===== src/rtl/muldiv_pkg.sv =====
// Shared RV32M multiply/divide decode: funct3 encodings, FSM states and signedness helpers.
package muldiv_pkg;

  localparam int unsigned F3_W = 3;

  typedef enum logic [F3_W-1:0] {
    F3_MUL    = 3'b000,
    F3_MULH   = 3'b001,
    F3_MULHSU = 3'b010,
    F3_MULHU  = 3'b011,
    F3_DIV    = 3'b100,
    F3_DIVU   = 3'b101,
    F3_REM    = 3'b110,
    F3_REMU   = 3'b111
  } funct3_e;

  typedef enum logic [1:0] {
    IDLE = 2'd0,
    CALC = 2'd1,
    FIN  = 2'd2
  } state_t;

  function automatic logic is_signed_a(input funct3_e f);
    return (f == F3_MULH) || (f == F3_MULHSU) || (f == F3_DIV) || (f == F3_REM);
  endfunction

  function automatic logic is_signed_b(input funct3_e f);
    return (f == F3_MULH) || (f == F3_DIV) || (f == F3_REM);
  endfunction

  function automatic logic is_div(input funct3_e f);
    return (f == F3_DIV) || (f == F3_DIVU) || (f == F3_REM) || (f == F3_REMU);
  endfunction

endpackage


===== src/rtl/muldiv_unit.sv =====
// Iterative RV32M multiply/divide: shift-add multiply and restoring divide on magnitudes,
// sharing one 2*WIDTH accumulator and one WIDTH+1-bit adder/subtractor.
module muldiv_unit
  import muldiv_pkg::*;
#(
  parameter int unsigned WIDTH = 32
) (
  input  logic             clk_i,
  input  logic             rst_ni,
  input  logic             start_i,
  input  logic             kill_i,
  input  logic [2:0]       funct3_i,
  input  logic [WIDTH-1:0] op_a_i,
  input  logic [WIDTH-1:0] op_b_i,
  output logic             busy_o,
  output logic             done_o,
  output logic [WIDTH-1:0] result_o
);

  localparam int unsigned CW = $clog2(WIDTH);
  localparam int unsigned AW = 2 * WIDTH;
  localparam logic [WIDTH-1:0] MIN_INT = {1'b1, {(WIDTH-1){1'b0}}};

  state_t           r_state, w_state_nxt;
  funct3_e          r_f3;
  logic [AW-1:0]    r_acc;
  logic [WIDTH-1:0] r_mag_b;
  logic [CW-1:0]    r_cnt;
  logic             r_neg;
  logic             r_sa;
  logic [WIDTH-1:0] r_result;

  logic             w_start;
  logic             w_done;

  // Operand decode at issue
  funct3_e          w_f3_in;
  logic             w_sa, w_sb;
  logic [WIDTH-1:0] w_mag_a, w_mag_b;
  logic             w_div_zero, w_ovf, w_fast;
  logic [AW-1:0]    w_fast_acc;

  assign w_f3_in    = funct3_e'(funct3_i);
  assign w_sa       = is_signed_a(w_f3_in) & op_a_i[WIDTH-1];
  assign w_sb       = is_signed_b(w_f3_in) & op_b_i[WIDTH-1];
  assign w_mag_a    = w_sa ? (~op_a_i + WIDTH'(1)) : op_a_i;
  assign w_mag_b    = w_sb ? (~op_b_i + WIDTH'(1)) : op_b_i;
  assign w_div_zero = is_div(w_f3_in) && (op_b_i == '0);
  assign w_ovf      = ((w_f3_in == F3_DIV) || (w_f3_in == F3_REM)) &&
                      (op_a_i == MIN_INT) && (&op_b_i);
  assign w_fast     = w_div_zero | w_ovf;
  // Fast-path results are parked in the accumulator as {remainder, quotient}
  assign w_fast_acc = w_div_zero ? {op_a_i, {WIDTH{1'b1}}} : {{WIDTH{1'b0}}, MIN_INT};

  // Shared adder: hi+b for multiply, {rem,next bit}-b for divide
  logic             w_is_div;
  logic [WIDTH:0]   w_trial, w_add_a, w_add_b, w_sum;
  logic             w_cout;
  logic [WIDTH-1:0] w_rem_nxt;
  logic [AW-1:0]    w_acc_mul, w_acc_div;

  assign w_is_div          = is_div(r_f3);
  assign w_trial           = r_acc[AW-1:WIDTH-1];
  assign w_add_a           = w_is_div ? w_trial : {1'b0, r_acc[AW-1:WIDTH]};
  assign w_add_b           = w_is_div ? ~{1'b0, r_mag_b} : {1'b0, r_mag_b};
  assign {w_cout, w_sum}   = {1'b0, w_add_a} + {1'b0, w_add_b} + (WIDTH+2)'(w_is_div);
  assign w_acc_mul         = r_acc[0] ? {w_sum, r_acc[WIDTH-1:1]} : {1'b0, r_acc[AW-1:1]};
  assign w_rem_nxt         = w_cout ? w_sum[WIDTH-1:0] : w_trial[WIDTH-1:0];
  assign w_acc_div         = {w_rem_nxt, r_acc[WIDTH-2:0], w_cout};

  // Sign correction and result select
  logic [AW-1:0]    w_prod;
  logic [WIDTH-1:0] w_quot, w_rem, w_final;

  assign w_prod = r_neg ? (~r_acc + AW'(1)) : r_acc;
  assign w_quot = r_neg ? (~r_acc[WIDTH-1:0] + WIDTH'(1)) : r_acc[WIDTH-1:0];
  assign w_rem  = r_sa ? (~r_acc[AW-1:WIDTH] + WIDTH'(1)) : r_acc[AW-1:WIDTH];

  always_comb begin
    w_final = w_rem;
    case (r_f3)
      F3_MUL:                       w_final = w_prod[WIDTH-1:0];
      F3_MULH, F3_MULHSU, F3_MULHU: w_final = w_prod[AW-1:WIDTH];
      F3_DIV, F3_DIVU:              w_final = w_quot;
      default:                      w_final = w_rem;
    endcase
  end

  always_ff @(posedge clk_i or negedge rst_ni) begin
    if (!rst_ni) r_state <= IDLE;
    else         r_state <= w_state_nxt;
  end

  // Next state; kill wins over both issue and completion
  always_comb begin
    w_state_nxt = r_state;
    w_start     = 1'b0;
    w_done      = 1'b0;
    case (r_state)
      IDLE: begin
        if (start_i && !kill_i) begin
          w_start     = 1'b1;
          w_state_nxt = w_fast ? FIN : CALC;
        end
      end
      CALC: begin
        if (kill_i)              w_state_nxt = IDLE;
        else if (r_cnt == '0)    w_state_nxt = FIN;
      end
      FIN: begin
        w_state_nxt = IDLE;
        w_done      = !kill_i;
      end
      default: w_state_nxt = IDLE;
    endcase
  end

  always_ff @(posedge clk_i or negedge rst_ni) begin
    if (!rst_ni) begin
      r_f3     <= F3_MUL;
      r_acc    <= '0;
      r_mag_b  <= '0;
      r_cnt    <= '0;
      r_neg    <= 1'b0;
      r_sa     <= 1'b0;
      r_result <= '0;
    end else begin
      if (w_start) begin
        r_f3    <= w_f3_in;
        r_mag_b <= w_mag_b;
        r_cnt   <= CW'(WIDTH - 1);
        r_acc   <= w_fast ? w_fast_acc : {{WIDTH{1'b0}}, w_mag_a};
        r_neg   <= w_fast ? 1'b0 : (w_sa ^ w_sb);
        r_sa    <= w_fast ? 1'b0 : w_sa;
      end else if (r_state == CALC && !kill_i) begin
        r_acc <= w_is_div ? w_acc_div : w_acc_mul;
        r_cnt <= r_cnt - CW'(1);
      end
      if (w_done) r_result <= w_final;
    end
  end

  assign busy_o   = (r_state == CALC);
  assign done_o   = w_done;
  assign result_o = w_done ? w_final : r_result;

endmodule

===== config.mk =====
export PLATFORM = sky130hd
export DESIGN_NAME = muldiv_unit
export DESIGN_NICKNAME = d
export VERILOG_FILES = /design/src/rtl/muldiv_pkg.sv /design/src/rtl/muldiv_unit.sv
export SDC_FILE = /design/constraint.sdc
export NUM_CORES = 1
export LEC_CHECK = 0
export CORE_UTILIZATION = 60
export DETAILED_ROUTE_END_ITERATION = 8
export PLACE_DENSITY = 0.82
export SYNTH_ARGS = -nofsm -noshare
export SYNTH_HDL_FRONTEND = slang
export SYNTH_SLANG_ARGS = --single-unit

===== constraint.sdc =====
create_clock -name clk_i -period 5.64 [get_ports clk_i]
set_input_delay 1.41 -clock clk_i [delete_from_list [all_inputs] [get_ports clk_i]]
set_output_delay 1.41 -clock clk_i [all_outputs]
set_load 0.05 [all_outputs]

# Word level (Yosys, flattened, before mapping)
# Cells that the tools add are included.
[classes]
bitwise = 10
muxes = 28
n_reduce_logical = 27
n_addsub = 8
n_eq_ne = 18
[op_table]
columns = ["cell", "count"]
rows = [
  ["64-bit two-way mux", 7],
  ["32-bit two-way mux", 6],
  ["32-bit by 1-bit adder with 32-bit output, second input constant", 4],
  ["32-bit NOT", 4],
  ["32-bit case mux with 3 select lines", 1],
  ["33-bit two-way mux", 2],
  ["64-bit by 1-bit adder with 64-bit output, second input constant", 1],
  ["64-bit NOT", 1],
  ["33-bit by 33-bit adder with 34-bit output", 1],
  ["34-bit by 1-bit adder with 34-bit output", 1],
  ["32-bit NOT with 33-bit output", 1],
  ["32-bit equality test, second input constant", 1],
  ["32-bit logical NOT", 1],
  ["32-bit AND reduction", 1],
  ["3-bit equality test, second input constant", 8],
  ["1-bit logical OR", 12],
  ["5-bit two-way mux", 2],
  ["3-bit by 2-bit equality test with 1-bit output, second input constant", 3],
  ["2-bit two-way mux", 4],
  ["3-bit by 1-bit equality test with 1-bit output, second input constant", 2],
  ["1-bit logical AND", 5],
  ["5-bit logical NOT", 1],
  ["1-bit two-way mux", 5],
  ["5-bit by 1-bit subtractor with 5-bit output, second input constant", 1],
  ["other kinds (15)", 16],
]
[word_totals]
regBits = 140
word_cells = 99
output_inout_bits = 34

# Depth between registers and ports, before layout
# Gate-level depths: netlist (run 1).
[logic_depth]
depth_word = 11
mapped_depth = 18
ltp_nobuf = 12

# Worst setup path before layout (run 1)
# No wires, ideal clock.
[synth_path]
path_kind = "input to output"
start = "input port kill_i"
end = "output port result_o[30]"
t_arrival_ns = 3.831
stages = 6
n_path_buf = 1
path_slack_ns = 0.399
path_cell_list = "nor2_1 nand2_1 inv_1 clkbuf_1 o21ai_0 o21ai_0"
[synth_between]
elab_chain_cells = 3
[synth_lines]
columns = ["element", "line", "text"]
rows = [
  ["start, declared", "muldiv_unit.sv:11", "input logic kill_i,"],
  ["1-bit logical NOT", "muldiv_unit.sv:112", "w_done = !kill_i;"],
  ["1-bit two-way mux", "muldiv_unit.sv:99", "case (r_state)"],
  ["via done_o", "muldiv_unit.sv:16", "output logic done_o,"],
  ["32-bit two-way mux", "n/a", ""],
  ["end, declared", "muldiv_unit.sv:17", "output logic [WIDTH-1:0] result_o"],
]
# The timed path passes the listed nets, and every way through them passes these cells.

# Worst setup path after layout (run 1)
[layout_path]
start = "register r_acc[32]"
end = "output port result_o[29]"
[layout_between]
elab_chain_cells = 5
[layout_lines]
columns = ["element", "line", "text"]
rows = [
  ["start, declared", "muldiv_unit.sv:26", "logic [AW-1:0] r_acc;"],
  ["start signal, assigned", "muldiv_unit.sv:132", "r_acc <= w_fast ? w_fast_acc : {{WIDTH{1'b0}}, w_mag_a};"],
  ["start signal, assigned", "muldiv_unit.sv:136", "r_acc <= w_is_div ? w_acc_div : w_acc_mul;"],
  ["64-bit NOT / 32-bit NOT (equally long branches)", "muldiv_unit.sv:75, muldiv_unit.sv:77", ""],
  ["64-bit by 1-bit adder with 64-bit output / 32-bit by 1-bit adder with 32-bit output (equally long branches)", "muldiv_unit.sv:75, muldiv_unit.sv:77", ""],
  ["64-bit two-way mux / 32-bit two-way mux (equally long branches)", "muldiv_unit.sv:75, muldiv_unit.sv:77", ""],
  ["32-bit case mux with 3 select lines (*)", "muldiv_unit.sv:81", "case (r_f3)"],
  ["32-bit two-way mux (*)", "n/a", ""],
]
# Every way passes the cells marked *; elsewhere a longest branch is shown, timed or not.

==> metrics.txt, run 1 <==
status complete, but fails checks; failing checks design-rule violations; area growth from synthesis to layout 15.7%; mux cell area share after synthesis 0.0409; Routed Antenna Nets 0; Synth async-reset ratio 1.00; via count between 10000 and 15000; Inserted Clock Buffers 17; Logic pwr share 0.598; WS Path Type flip-flop to output port; H-tree depth 4; Overflow after GRT 0; IO Port Bufs 104; routability cong. about 1.1; Slew HR 0.158; GR Layer Usage met3 0.0964; Area contributors post-synth dfrtp_1 (26%), xnor2_1 (8.3%), o21ai_0 (7.6%); clock sinks between 100 and 150; layout cells sized above 1 0.0747; DRT Wirelength 48.7 mm; first-pass GRT wire length around 74 mm; register share of total power 0.237; Fin Hold WS slightly below 0.5 ns; post-synthesis compound-gate area fraction 0.276; CTS tree done; Yosys reg bits between 100 and 150; Power Total 7480 µW; worst skew pair latency about 0.44 ns; Final Max Slew Viols 0; Most used DFF post-synth dfrtp_1; simple-gate share of the synthesized area 0.190; switching power 3790 µW; global route hottest layer met2; internal power between 3000 and 4000 µW; met2 Usage GRT 0.671; clk root buf clkbuf_16; Via density ~6.8; Row Count 54; Die H between 150 and 200 µm; initial antenna violation count 0; period utilisation layout 0.969; share of the yosys chip area belonging to registers 0.264; unrepaired setup endpoints after global routing false; Setup Skew between 0.01 and 0.015 ns; Residual DRC 15; DP HPWL 36.1 mm; pwr dens slightly below 500 nW/µm²; clock-pin slew on the worst setup and hold paths 0.07 ns; required time of the critical path 4.23 ns; largest voltage drop on the vdd net ~240 µV; CP Launch Type flip-flop; initial DRC count roughly 1800; number of flops mapped to enable cells by yosys 0; largest family of logic cells by synthesized area compound AO/OA/AOI/OAI gates; Synth Area per Inst around 7.5 µm²; final setup vio count 0; critical path fanouts, max 12; Worst Setup End Kind output port; Ports roughly 110; CTS max path bufs 2; die area between 20000 and 25000 µm²; Clock power frac 0.165; worst min path class flip-flop to flip-flop; CP Data Arrival Time 4.05 ns; Synth area leader dfrtp_1; adder-cell share of the synthesized area 0.0373; met1 Track Usage GR 0.545; Worst Max-Slew Pin Slew 1.26 ns; max-cap check violation count 0; Core ar. between 20000 and 25000 µm²; Final nets around 1900; largest net degree at the start of global routing between 90 and 100; area share of the largest cell type after synthesis 0.264; drt pass-1 iters 9; Unique masters post-synth 71; synthesized instance count 1769; fmax approximately 180 MHz; Post-Synth XOR/XNOR Area 0.138; P_leak 0.00604 µW; Overall Global Routing Usage 0.434; routed len/inst between 20 and 25 µm; Final Hold Fails 0; TNS Setup 0 ns; syn nets ~1900; Die W between 150 and 200 µm; vias in the first global route 13000; mapped cell area ~13000 µm²; YS warnings 0; starting density of the core 0.611; switch share 0.507; antenna diode count 0; minimum clock period around 5.5 ns
-- per-stage QoR --
step / instances / cell area, µm² / worst slack [ns] / utilization
final: 2074 / 15400 / 0.177 / 0.707
after detailed placement: 2042 / 14700 / 0.640 / 0.678
after global routing: 2074 / 15400 / 0.0160 / 0.707
after floorplan: 1769 / 13300 / 0.399 / -
after CTS: 2074 / 15400 / 0.0987 / 0.706
after global placement: 2042 / 14700 / 0.726 / 0.678
-- worst max-delay path, cell delays in order (launching register included) --
cell	delay, ns
dfrtp_1	0.53
nor3_1	0.58
nand2_1	0.17
or4_1	0.49
nand4b_1	0.27
or4b_1	0.60
o21ai_1	0.19
xnor2_1	0.14
nand2_1	0.07
a41oi_1	0.37
buf_12	0.19
-- sequential cells by signal, summed over array words and instances, names as in the netlist --
register,cells
r_mag_b,32
r_state,2
r_f3,3
r_sa,1
r_result,32
r_acc,64
r_cnt,5
r_neg,1
-- path summary, 6_finish.rpt --
kind / cells after the start / slack (ns) / from / endpoint
worst max-delay path: 10 / 0.18 / r_acc[32]$_DFFE_PN0P_ / result_o[29]
worst min-delay path: 2 / 0.50 / r_mag_b[18]$_DFFE_PN0P_ / r_mag_b[18]$_DFFE_PN0P_
worst max register to register: 11 / 0.73 / r_f3[2]$_DFFE_PN0P_ / r_acc[54]$_DFFE_PN0P_
worst min register to register: 2 / 0.50 / r_mag_b[18]$_DFFE_PN0P_ / r_mag_b[18]$_DFFE_PN0P_
max in group asynchronous: 2 / 3.42 / rst_ni / r_f3[2]$_DFFE_PN0P_
min in group asynchronous: 1 / 1.02 / rst_ni / r_result[9]$_DFF_PN0_
-- cell usage after synthesis, types with 14 or more instances --
master,instances
a21oi_1,145
xor2_1,83
nand4_1,20
a211oi_1,37
nand3_1,21
o31ai_1,31
or4_1,15
inv_1,48
clkbuf_1,128
mux2i_1,43
a21o_1,14
nor4_1,16
o41ai_1,14
ha_1,38
o22ai_1,16
nor3_1,39
xnor2_1,126
o21ai_0,202
dfrtp_1,140
nor2_1,143
a31oi_1,17
a221oi_1,25
nand2_1,220
-- kinds of logic after synthesis --
group                    after synthesis
AO/OA/AOI/OAI                        589
flip-flops                           140
adder cells (fa/ha/maj)               39
multiplexers                          53
buffers and inverters                193
AND/OR/NAND/NOR                      546
XOR/XNOR                             209
-- repair_timing --
action,4_1_cts,5_1_grt
setup buffers,0,0
hold buffers,0,0
setup endpoints to repair,0,5
resized for setup,0,3
-- per-layer routing --
layer / wire length (µm) / vias up
met5: 0 / -
met4: 3380 / 0
met3: 5280 / 205
met2: 21600 / 1001
met1: 18500 / 6567
li1: - / 6427
-- power by group through the flow --
| stage | clock network [µW] | logic (µW) | registers (µW) |
|---|---|---|---|
| 5_1_grt | 1280 | 4810 | 1790 |
| 4_1_cts | 1220 | 4300 | 1730 |
| 3_3_place_gp | 0 | 4220 | 1730 |
| 6_report | 1230 | 4480 | 1770 |
| 3_5_place_dp | 0 | 4260 | 1750 |
| 2_1_floorplan | 0 | 3380 | 1390 |
-- final cells by class --
class	instances	area (µm²)
multi-input combinational	1436	9080
fill	1802	6380
sequential	140	3510
inverter	49	184
timing repair buffer	137	1630
tap	280	350
clock inverter	14	194
clock buffer	18	429
-- layout by cell type (no fill, tap or decap), types with 20 or more instances in the layout --
master	count
a211oi_1	37
a21oi_1	145
a221oi_1	25
buf_12	34
buf_4	32
clkdlybuf4s50_1	70
dfrtp_1	139
ha_1	38
inv_1	48
mux2i_1	43
nand2_1	220
nand3_1	21
nand4_1	20
nor2_1	142
nor3_1	38
o21ai_0	200
o31ai_1	31
xnor2_1	126
xor2_1	83
No activity file was read; power rests on OpenSTA's default activity.
==> run 2, diff against run 1 <==
--- a/config.mk
+++ b/config.mk
@@ -7,4 +7,6 @@
 export LEC_CHECK = 0
+export CORE_MARGIN = 1
 export CORE_UTILIZATION = 60
 export DETAILED_ROUTE_END_ITERATION = 8
+export MAX_ROUTING_LAYER = met4
 export PLACE_DENSITY = 0.82
==> constraint.sdc (replaced) <==
create_clock -name clk_i -period 5.64 [get_ports clk_i]
set_input_delay 1.128 -clock clk_i [delete_from_list [all_inputs] [get_ports clk_i]]
set_output_delay 1.128 -clock clk_i [all_outputs]
set_load 0.05 [all_outputs]
==> metrics.txt, run 2 (synthesis gave the netlist of run 1 again) <==
clock sinks 140 (unchanged); Die H 151 µm (unchanged); post-CTS setup buffer count 0 (unchanged); fmax 184 MHz (+0.71%); worst skew pair latency 0.44 ns (about the same); required time of the critical path 4.51 ns (+0.28 ns); unrepaired setup endpoints after global routing false; R2R Setup Slk 1.12 ns (+0.39 ns); Clock power frac 0.166 (about the same); Final Max Slew Viols 0 (unchanged); worst min path class flip-flop to flip-flop; Gates resized, CTS repair 0 (unchanged); via count 14100 (-0.61%); DP HPWL 37.1 mm (+2.7%); CP Launch Type flip-flop; footprint of the multi-input gates 9070 µm² (-0.12%); Overflow after GRT 0 (unchanged); largest voltage drop on the vdd net 227 µV (-3.3%); Residual DRC 0 (-15); first-pass GRT wire length 73.9 mm (-0.63%); max-cap check violation count 0 (unchanged); period utilisation layout 0.962 (-0.00686); Slew HR 0.222 (+0.0639); P_leak 0.00600 µW (-0.76%); IO Port Bufs 104 (unchanged); largest registers r_acc (64), r_mag_b (32), r_result (32); Worst Setup End Kind output port; routability cong. 1.06 (-1.4%); Via density 6.79 (-0.89%); largest reg by FF count r_acc; routed len/inst 23.4 µm (-0.20%); internal power 3640 µW (-1.5%); WS Path Type flip-flop to output port; clock-pin slew on the worst setup and hold paths 0.07 ns (about the same); final setup vio count 0 (unchanged); worst reg2reg path startpoint r_f3[2]$_DFFE_PN0P_; DRT Wirelength 48.8 mm (about the same); starting density of the core 0.611 (unchanged); Row Count 54 (unchanged); largest net degree at the start of global routing 95 (-3.1%); TNS Setup 0 ns (unchanged); Overall Global Routing Usage 0.445 (+0.0117); area growth from synthesis to layout 14.3%; initial antenna violation count 1 (+1); Ports 105 (unchanged); Register Area 3510 µm² (unchanged); Die W 151 µm (unchanged); register share of total power 0.238 (about the same); initial DRC count 1726 (-2.2%); switch share 0.508 (+0.00186); pwr dens 487 nW/µm² (about the same); Routed Antenna Nets 0 (unchanged); layout cells sized above 1 0.0712 (-0.00354); critical path fanouts, max 11 (-1); CP Data Arrival Time 4.30 ns (+0.25 ns); Hold Crit Start r_result[4]$_DFF_PN0_; Setup Skew 0.0122 ns (-0.000314 ns); Critical path origin r_acc[11]$_DFFE_PN0P_; Inserted Clock Buffers 17 (unchanged); H-tree depth 4 (unchanged); post-route insts no fill 2080 (+0.29%); clk root buf clkbuf_16; commonest non-fill, non-tap cell in the layout nand2_1; Placed Cells 2047 (+0.24%); Worst Max-Slew Pin Slew 1.16 ns (-0.0936 ns); Core ar. 21800 µm² (unchanged); vias in the first global route 12900 (-0.66%); switching power 3760 µW (-0.74%); status finished, final reports clean; Post-CTS Hold Fix Bufs 0 (unchanged); most frequent cells in the layout nand2_1 (220), o21ai_0 (202), a21oi_1 (145); drt pass-1 iters 5 (-4); Logic pwr share 0.596 (-0.002); Final Hold Fails 0 (unchanged); fin util 0.699 (-0.00817); CTS max path bufs 2 (unchanged); max FFs per register 64 (unchanged); die area 22700 µm² (unchanged); CTS tree done; Final nets 1896 (+0.26%); minimum clock period 5.42 ns (-0.0387 ns); fillers 1801 (-0.055%)
run 2: changes by cell type in the layout (fill, tap and decap cells not counted), sizes merged:
cell / change
buf: -5
bufinv: -2
clkbuf: +2
clkdlybuf4s50: +10
clkinv: -1
clkinvlp: -2
diode: +1
inv: +3
run 2: routing by layer:
metal | vias up | routed length, µm | global-route usage
met5 | - | 0 | -
met4 | 0 | 2730 | 0.243
met3 | 152 | 4920 | 0.0877
met2 | 896 | 22000 | 0.667
met1 | 6615 | 19100 | 0.565
li1 | 6451 | - | -
run 2: worst paths after layout:
kind,to,cells after the start
worst max register to register,r_acc[33]$_DFFE_PN0P_,12
max in group asynchronous,r_result[22]$_DFF_PN0_,2
worst min register to register,r_result[4]$_DFF_PN0_,2
min in group asynchronous,r_result[20]$_DFF_PN0_,1
worst min-delay path,r_result[4]$_DFF_PN0_,2
worst max-delay path,result_o[13],9
run 2: cell type report:
class	count	area share
antenna	1	0.000165
clock buffer	20	0.0307
clock inverter	12	0.00988
inverter	49	0.0121
multi-input combinational	1436	0.597
sequential	140	0.231
tap	280	0.0231
timing repair buffer	142	0.0967
run 2: power groups by stage:
| stage | registers (µW) | clock network (µW) | logic, µW |
|---|---|---|---|
| CTS | 1730 | 1220 | 4280 |
| detailed placement | 1740 | 0 | 4250 |
| finish | 1760 | 1230 | 4410 |
| global route | 1790 | 1260 | 4760 |
| global placement | 1720 | 0 | 4190 |
| floorplan | 1390 | 0 | 3380 |
run 2: metrics by stage:
| step | hold slack (ns) | instance area, µm² | setup WS [ns] | total power, µW |
|---|---|---|---|---|
| after floorplan | 0.469 | 13300 | 0.825 | 4770 |
| after global placement | 0.456 | 14600 | 0.812 | 5920 |
| after detailed placement | 0.470 | 14600 | 0.735 | 5990 |
| after CTS | 0.486 | 15200 | 0.237 | 7220 |
| after global routing | 0.512 | 15200 | 0.0478 | 7810 |
| final | 0.484 | 15200 | 0.216 | 7400 |
run 2: critical path, stage by stage, from the launching register on:
cell and delay, ns:
dfrtp_1 0.45, or4_4 0.57, nand4b_1 0.24, or4_1 0.67
buf_4 0.24, o21ai_0 0.19, xnor2_1 0.17, a222oi_1 0.11
o21ai_0 0.33, clkdlybuf4s50_1 0.89
